`src/rtl/m_fetch_queue_if.sv`:
```
// Bus bundle between the fetch queue, instruction memory, redirect source and decode.
// The master modport is the fetch queue side; the slave modport is the environment side.
interface m_fetch_queue_if #(
    parameter int DEPTH = 4
);
    localparam int CW = $clog2(DEPTH + 1);

    logic [31:0]   w_imem_adr;
    logic [31:0]   w_imem_insn;
    logic          w_redirect;
    logic [31:0]   w_redirect_pc;
    logic          w_dq_valid;
    logic          w_dq_ready;
    logic [31:0]   w_dq_insn;
    logic [31:0]   w_dq_pc;
    logic [CW-1:0] w_count;

    modport master (
        output w_imem_adr,
        input  w_imem_insn,
        input  w_redirect,
        input  w_redirect_pc,
        output w_dq_valid,
        input  w_dq_ready,
        output w_dq_insn,
        output w_dq_pc,
        output w_count
    );

    modport slave (
        input  w_imem_adr,
        output w_imem_insn,
        output w_redirect,
        output w_redirect_pc,
        input  w_dq_valid,
        output w_dq_ready,
        input  w_dq_insn,
        input  w_dq_pc,
        input  w_count
    );
endinterface

```
`src/rtl/m_fetch_queue.sv`:
```
// Instruction fetch stage: owns the fetch PC, reads async imem and queues {insn, pc}
// in a circular buffer handed to decode over valid/ready; redirect flushes and restarts.
module m_fetch_queue #(
    parameter int          DEPTH    = 4,
    parameter logic [31:0] RESET_PC = 32'h0
) (
    input logic             w_clk,
    input logic             w_rst,
    m_fetch_queue_if.master bus
);
    localparam int PW = (DEPTH > 1) ? $clog2(DEPTH) : 1;
    localparam int CW = $clog2(DEPTH + 1);

    logic [31:0]   r_fpc;
    logic [PW-1:0] r_head;
    logic [PW-1:0] r_tail;
    logic [CW-1:0] r_count;
    logic [31:0]   r_mem_insn [DEPTH];
    logic [31:0]   r_mem_pc   [DEPTH];

    logic          w_not_full;
    logic          w_pop;
    logic          w_push;
    logic          w_unused_pc_lsb;

    assign w_not_full = (r_count < CW'(DEPTH));
    assign w_pop      = (r_count != '0) && bus.w_dq_ready;
    // A full queue may still fetch when the head leaves in the same cycle.
    assign w_push     = !w_rst && !bus.w_redirect && (w_not_full || w_pop);

    // Redirect targets are word aligned; the low bits are dropped on purpose.
    assign w_unused_pc_lsb = ^bus.w_redirect_pc[1:0];

    // Control state: fetch PC, pointers and occupancy.
    always_ff @(posedge w_clk) begin
        if (w_rst) begin
            r_fpc   <= RESET_PC;
            r_head  <= '0;
            r_tail  <= '0;
            r_count <= '0;
        end else if (bus.w_redirect) begin
            r_fpc   <= {bus.w_redirect_pc[31:2], 2'b00};
            r_head  <= '0;
            r_tail  <= '0;
            r_count <= '0;
        end else begin
            if (w_push) begin
                r_tail <= r_tail + PW'(1);
                r_fpc  <= r_fpc + 32'd4;
            end
            if (w_pop) begin
                r_head <= r_head + PW'(1);
            end
            if (w_push && !w_pop) begin
                r_count <= r_count + CW'(1);
            end else if (w_pop && !w_push) begin
                r_count <= r_count - CW'(1);
            end
        end
    end

    // Entry storage is never reset; contents are ignored while invalid.
    always_ff @(posedge w_clk) begin
        if (w_push) begin
            r_mem_insn[r_tail] <= bus.w_imem_insn;
            r_mem_pc[r_tail]   <= r_fpc;
        end
    end

    assign bus.w_imem_adr = r_fpc;
    assign bus.w_dq_valid = (r_count != '0);
    assign bus.w_dq_insn  = r_mem_insn[r_head];
    assign bus.w_dq_pc    = r_mem_pc[r_head];
    assign bus.w_count    = r_count;
endmodule

```
`src/flat_wrapper.sv`:
```
// flat-port wrapper written by rule: the top's interface ports become plain ports
module m_fetch_queue_flat 
#(
    parameter int          DEPTH    = 4,
    parameter logic [31:0] RESET_PC = 32'h0
)
  (w_clk, w_rst, bus_w_imem_adr, bus_w_imem_insn, bus_w_redirect, bus_w_redirect_pc, bus_w_dq_valid, bus_w_dq_ready, bus_w_dq_insn, bus_w_dq_pc, bus_w_count);
  m_fetch_queue_if #(.DEPTH(DEPTH)) bus_i ();
  input logic w_clk;
  input logic w_rst;
  output wire logic [$bits(bus_i.w_imem_adr)-1:0] bus_w_imem_adr;
  input wire logic [$bits(bus_i.w_imem_insn)-1:0] bus_w_imem_insn;
  input wire logic [$bits(bus_i.w_redirect)-1:0] bus_w_redirect;
  input wire logic [$bits(bus_i.w_redirect_pc)-1:0] bus_w_redirect_pc;
  output wire logic [$bits(bus_i.w_dq_valid)-1:0] bus_w_dq_valid;
  input wire logic [$bits(bus_i.w_dq_ready)-1:0] bus_w_dq_ready;
  output wire logic [$bits(bus_i.w_dq_insn)-1:0] bus_w_dq_insn;
  output wire logic [$bits(bus_i.w_dq_pc)-1:0] bus_w_dq_pc;
  output wire logic [$bits(bus_i.w_count)-1:0] bus_w_count;
  assign bus_w_imem_adr = bus_i.w_imem_adr;
  assign bus_i.w_imem_insn = bus_w_imem_insn;
  assign bus_i.w_redirect = bus_w_redirect;
  assign bus_i.w_redirect_pc = bus_w_redirect_pc;
  assign bus_w_dq_valid = bus_i.w_dq_valid;
  assign bus_i.w_dq_ready = bus_w_dq_ready;
  assign bus_w_dq_insn = bus_i.w_dq_insn;
  assign bus_w_dq_pc = bus_i.w_dq_pc;
  assign bus_w_count = bus_i.w_count;
  m_fetch_queue #(.DEPTH(DEPTH), .RESET_PC(RESET_PC)) u_core (.w_clk(w_clk), .w_rst(w_rst), .bus(bus_i));
endmodule
```
`config.mk`:
```
export PLATFORM = sky130hd
export DESIGN_NAME = m_fetch_queue_flat
export DESIGN_NICKNAME = d
export VERILOG_FILES = /design/src/rtl/m_fetch_queue_if.sv /design/src/rtl/m_fetch_queue.sv /design/src/flat_wrapper.sv
export SDC_FILE = /design/constraint.sdc
export NUM_CORES = 1
export LEC_CHECK = 0
export ABC_AREA = 1
export CORE_MARGIN = 5
export CORE_UTILIZATION = 24
export DETAILED_ROUTE_END_ITERATION = 8
export SYNTH_ARGS = -nofsm -noshare
export SYNTH_HDL_FRONTEND = slang
export SYNTH_SLANG_ARGS = --single-unit
```
`constraint.sdc`:
```
create_clock -name w_clk -period 14 [get_ports w_clk]
set_input_delay 2.8 -clock w_clk [delete_from_list [all_inputs] [get_ports w_clk]]
set_output_delay 2.8 -clock w_clk [all_outputs]
set_load 0.005 [all_outputs]
```
Yosys cells after proc, flatten, opt, wreduce, memory -nomap -nowiden
Memories as Yosys holds them, arrays and structs flattened. A register that Yosys moved wholly into a read port is not among the register bits.
Index checks and enable logic that the tools add are counted.
W data, S select, Z words.
{"block": "op_classes", "add_sub_neg": 5, "n_lt_le_gt_ge": 1, "mux": 10, "reduce_logical": 14}
{"cell": "$mux W32", "n": 2}
{"cell": "$add A32 B3 Y32 const B", "n": 1}
{"cell": "$mux W2", "n": 4}
{"cell": "$mux W3", "n": 2}
{"cell": "$logic_and A1 B1 Y1", "n": 5}
{"cell": "$add A2 B1 Y2 const B", "n": 2}
{"cell": "$logic_not A1 Y1", "n": 4}
{"cell": "$reduce_bool A2 Y1", "n": 2}
{"cell": "$add A3 B1 Y3 const B", "n": 1}
{"cell": "$lt A3 B3 Y1 const B", "n": 1}
{"cell": "$reduce_bool A3 Y1", "n": 1}
{"cell": "$sub A3 B1 Y3 const B", "n": 1}
{"cell": "$mux W1", "n": 2}
{"cell": "$reduce_or A2 Y1", "n": 1}
{"cell": "$logic_or A1 B1 Y1", "n": 1}
{"block": "word_totals", "ff_bits": 39, "ramBits": 256, "inputBits": 68, "out_inout_bits": 100, "n_memories": 2}
{"name": "u_core.r_mem_insn", "words": 4, "width": 32, "read_ports": 1, "rd_ports_with_merged_regs": 1, "write_ports": 1, "line": "m_fetch_queue.sv:18", "source": "logic [31:0] r_mem_insn [DEPTH];"}
{"name": "u_core.r_mem_pc", "words": 4, "width": 32, "read_ports": 1, "rd_ports_with_merged_regs": 1, "write_ports": 1, "line": "m_fetch_queue.sv:19", "source": "logic [31:0] r_mem_pc [DEPTH];"}

Longest topological paths before layout
{"block": "depth", "depth_word": 8, "ltp_mapped": 13}

Worst setup path before layout
OpenSTA, ideal clock, no wires.
{"block": "synth_path", "kind": "input-to-reg", "start": "in bus_w_redirect", "end": "mem u_core.r_mem_insn[0][0], enable pin", "arrival_ps": 5935, "setup_slack_ps": 7583, "cell_stages": 5, "n_path_buf": 2, "cell_sequence": "buf_6 > nor2_8 > nand2_4 > buf_2 > nor2_1"}
{"block": "synth_between", "elab_chain_len": 5}
{"element": "start, declared", "line": "flat_wrapper.sv:13", "source": "input wire logic [$bits(bus_i.w_redirect)-1:0] bus_w_redirect;"}
{"element": "$logic_not A1 Y1", "line": "m_fetch_queue.sv:29", "source": "assign w_push = !w_rst && !bus.w_redirect && (w_not_full || w_pop);"}
{"element": "$logic_and A1 B1 Y1 (2 in series)", "line": "m_fetch_queue.sv:29"}
{"element": "$mux W1", "line": "m_fetch_queue.sv:64", "source": "if (w_push) begin"}
{"element": "$mux W1 (not written as such)", "line": "m_fetch_queue.sv:65", "source": "r_mem_insn[r_tail] <= bus.w_imem_insn;"}
{"element": "end, declared", "line": "m_fetch_queue.sv:18"}
No other way between the ends.

==> impl_metrics.json <==
{
  "status": "complete, no violations",
  "initial_utilization_pct": 24.2,
  "yosysTopAreaCellShare_pct": 63.2,
  "die_y_microns": 232,
  "fin_crit_ps": 6030,
  "seq_area_frac_synth_pct": 69.8,
  "synthCells": 1030,
  "rsz0062_at_grt": "no",
  "yosysMostFrequentCell": "edfxtp_1",
  "finalMaxSlewViolations": 0,
  "grt_usage_pct": 11.6,
  "ir_worst_vdd_uv": 59.0,
  "drcViolationCount": 0,
  "async_reset_ff_share_pct": 0,
  "placed_cell_area_sq_mm": 0.0141,
  "m1WireLength_mm": 14.6,
  "relSlewSlack_pct": 28.5,
  "design_area_sq_mm": 0.0152,
  "synth_commonest_cells": "edfxtp_1, nor2_1, o21ai_0",
  "drive_above_1_share_pct": 7.88,
  "vias": 8229,
  "grt_pass1_wl_mm": 48.1,
  "fp-row-count": 81,
  "place_hpwl_mm": 19.3,
  "synthFlopType": "edfxtp_1",
  "finalSetupTns_ps": 0,
  "die-width_microns": 232,
  "routed_wl_mm": 31.9,
  "ctsHtreeMaxLevel": 2,
  "synth_area_sq_mm": 0.0118,
  "worstSetupPathType": "flop to output pin",
  "hold_viol_final": 0,
  "wl_per_cell_microns": 17.0,
  "cts_root_buf": "clkbuf_16",
  "clk_pin_slew_ps": 60,
  "hold-worst-slack_ps": 462,
  "hold_buffers": 0,
  "ys_types": 39,
  "syn_area_per_cell_sq_um": 11.4,
  "yosys_warnings": 0,
  "clock_sinks": 287,
  "start_kind": "flop",
  "ios": 168,
  "required_ps": 11200,
  "fin_cells": 1870,
  "grt_antenna_before_repair": 0,
  "ant_nets": 0,
  "synth-edff-count": 248,
  "crit_arrival_ps": 3230,
  "finClkSkew_ps": 19.4,
  "synth-seq-cells": 287,
  "firstDrtPassIters": 5,
  "ff2ff_setup_slack_ps": 11500,
  "clk_latency_ps": 530,
  "finalCritPeriodShare_pct": 43.1,
  "cts_resized": 0,
  "gp_congestion": 0.792,
  "min_path_type": "flop to flop",
  "synth_area_leaders": "edfxtp_1, dfxtp_1, nor2_1",
  "via_per_inst": 4.40,
  "grt_remaining_overflow": 0,
  "drt_iter0_drc": 600,
  "grt_max_degree": 87,
  "areaGrowthSynthToFinish_pct": 29.2,
  "met3WireLength_mm": 2.08,
  "fmax_ghz": 0.166,
  "power_density_mw_per_mm2": 134,
  "fill_cells": 4920,
  "setup_viol": 0,
  "dieArea_sq_mm": 0.0536,
  "numCtsBuffers": 36,
  "cts_setup_buffers": 0,
  "dr_wl_met2_mm": 14.3,
  "port-buffer-count": 161,
  "clk_path_buf_depth": 3,
  "cts_tree": "done",
  "cap_violations": 0,
  "final_net_count": 1258,
  "grt_pass1_vias": 8136,
  "placedCellCount": 1809,
  "core_sq_mm": 0.0487,
  "synth_area_leader_cell": "edfxtp_1",
  "cp_max_fo": 63,
  "highest_layer": "met4",
  "p_leak_nw": 5.03,
  "max_slew.worst_pin.slew_ps": 1070,
  "critPathCaptureType": "output pin",
  "antennaDiodeCount": 0
}
## flip-flops by register name (all words and copies together), names as in the netlist, named ones only
register / cells
u_core.r_tail: 2
u_core.r_mem_insn: 128
u_core.bus.w_imem_adr: 30
u_core.r_mem_pc: 120
u_core.r_head: 2
u_core.bus.w_count: 3
## cell type report
type	count	area, sq um	area share (%)
sequential	287	8230	54.1
inverter	47	181	1.19
timing repair buffer	171	1690	11.1
clock inverter	20	223	1.46
clock buffer	41	941	6.18
multi-input combinational	640	3130	20.6
tap	664	831	5.46
## worst max-delay path, cell delays in order (launching register included)
cell	delay, ps
dfxtp_2	310
buf_4	360
inv_2	390
buf_4	530
o21ai_0	170
o22ai_1	330
clkdlybuf4s50_1	580
## layout by cell type (no fill, tap or decap), drive strengths merged, types with 10 or more instances in the layout
master         Yosys  layout
o21ai            139     139
o22ai             66      66
clkbuf            36      41
dfxtp             39      39
nand3             33      33
buf               23      10
a21oi             36      36
clkdlybuf4s50      0     161
edfxtp           248     248
nand2            132     132
inv               47      53
nor2             200     200
## cells by family (layout without fill, tap and decap cells)
family | after synthesis | after routing | share of synthesized area [%]
simple gates | 373 | 373 | 13.3
buf+inv | 106 | 279 | 3.95
xor+xnor | 2 | 2 | 0.149
fa+ha+maj | 7 | 7 | 0.807
other cells | 1 | 4 | 0.0318
compound gates | 254 | 254 | 11.9
flops | 287 | 287 | 69.8
## routing by layer
metal,up-vias,global-route usage [%]
met1,3988,15.2
met5,-,0
met4,0,3.90
met3,59,3.47
met2,219,18.5
li1,3963,-
## stage by stage
stage | util [%] | setup WS [ps] | total power [mW]
after floorplan | - | 7580 | 1.06
after global placement | 28.8 | 7740 | 1.15
after detailed placement | 28.8 | 7750 | 1.15
after CTS | 31.2 | 7820 | 2.08
after global routing | 31.2 | 7670 | 2.13
final | 31.2 | 7970 | 2.04
## worst paths after layout
check / startpoint / to / depth (start not counted)
worst max register to register: u_core.bus.w_count[2] / u_core.r_mem_insn[1][7] / 4
worst min-delay path: u_core.r_head[1] / flop / 2
worst min register to register: u_core.r_head[1] / flop / 2
worst max-delay path: flop / bus_w_dq_pc[21] / 6
## where the power goes
part	internal [mW]	total [mW]	switching (mW)
registers	0.958	0.985	0.0269
logic	0.0715	0.145	0.0732
clock network	0.558	0.914	0.356
Power figures use the tool's default switching activity.
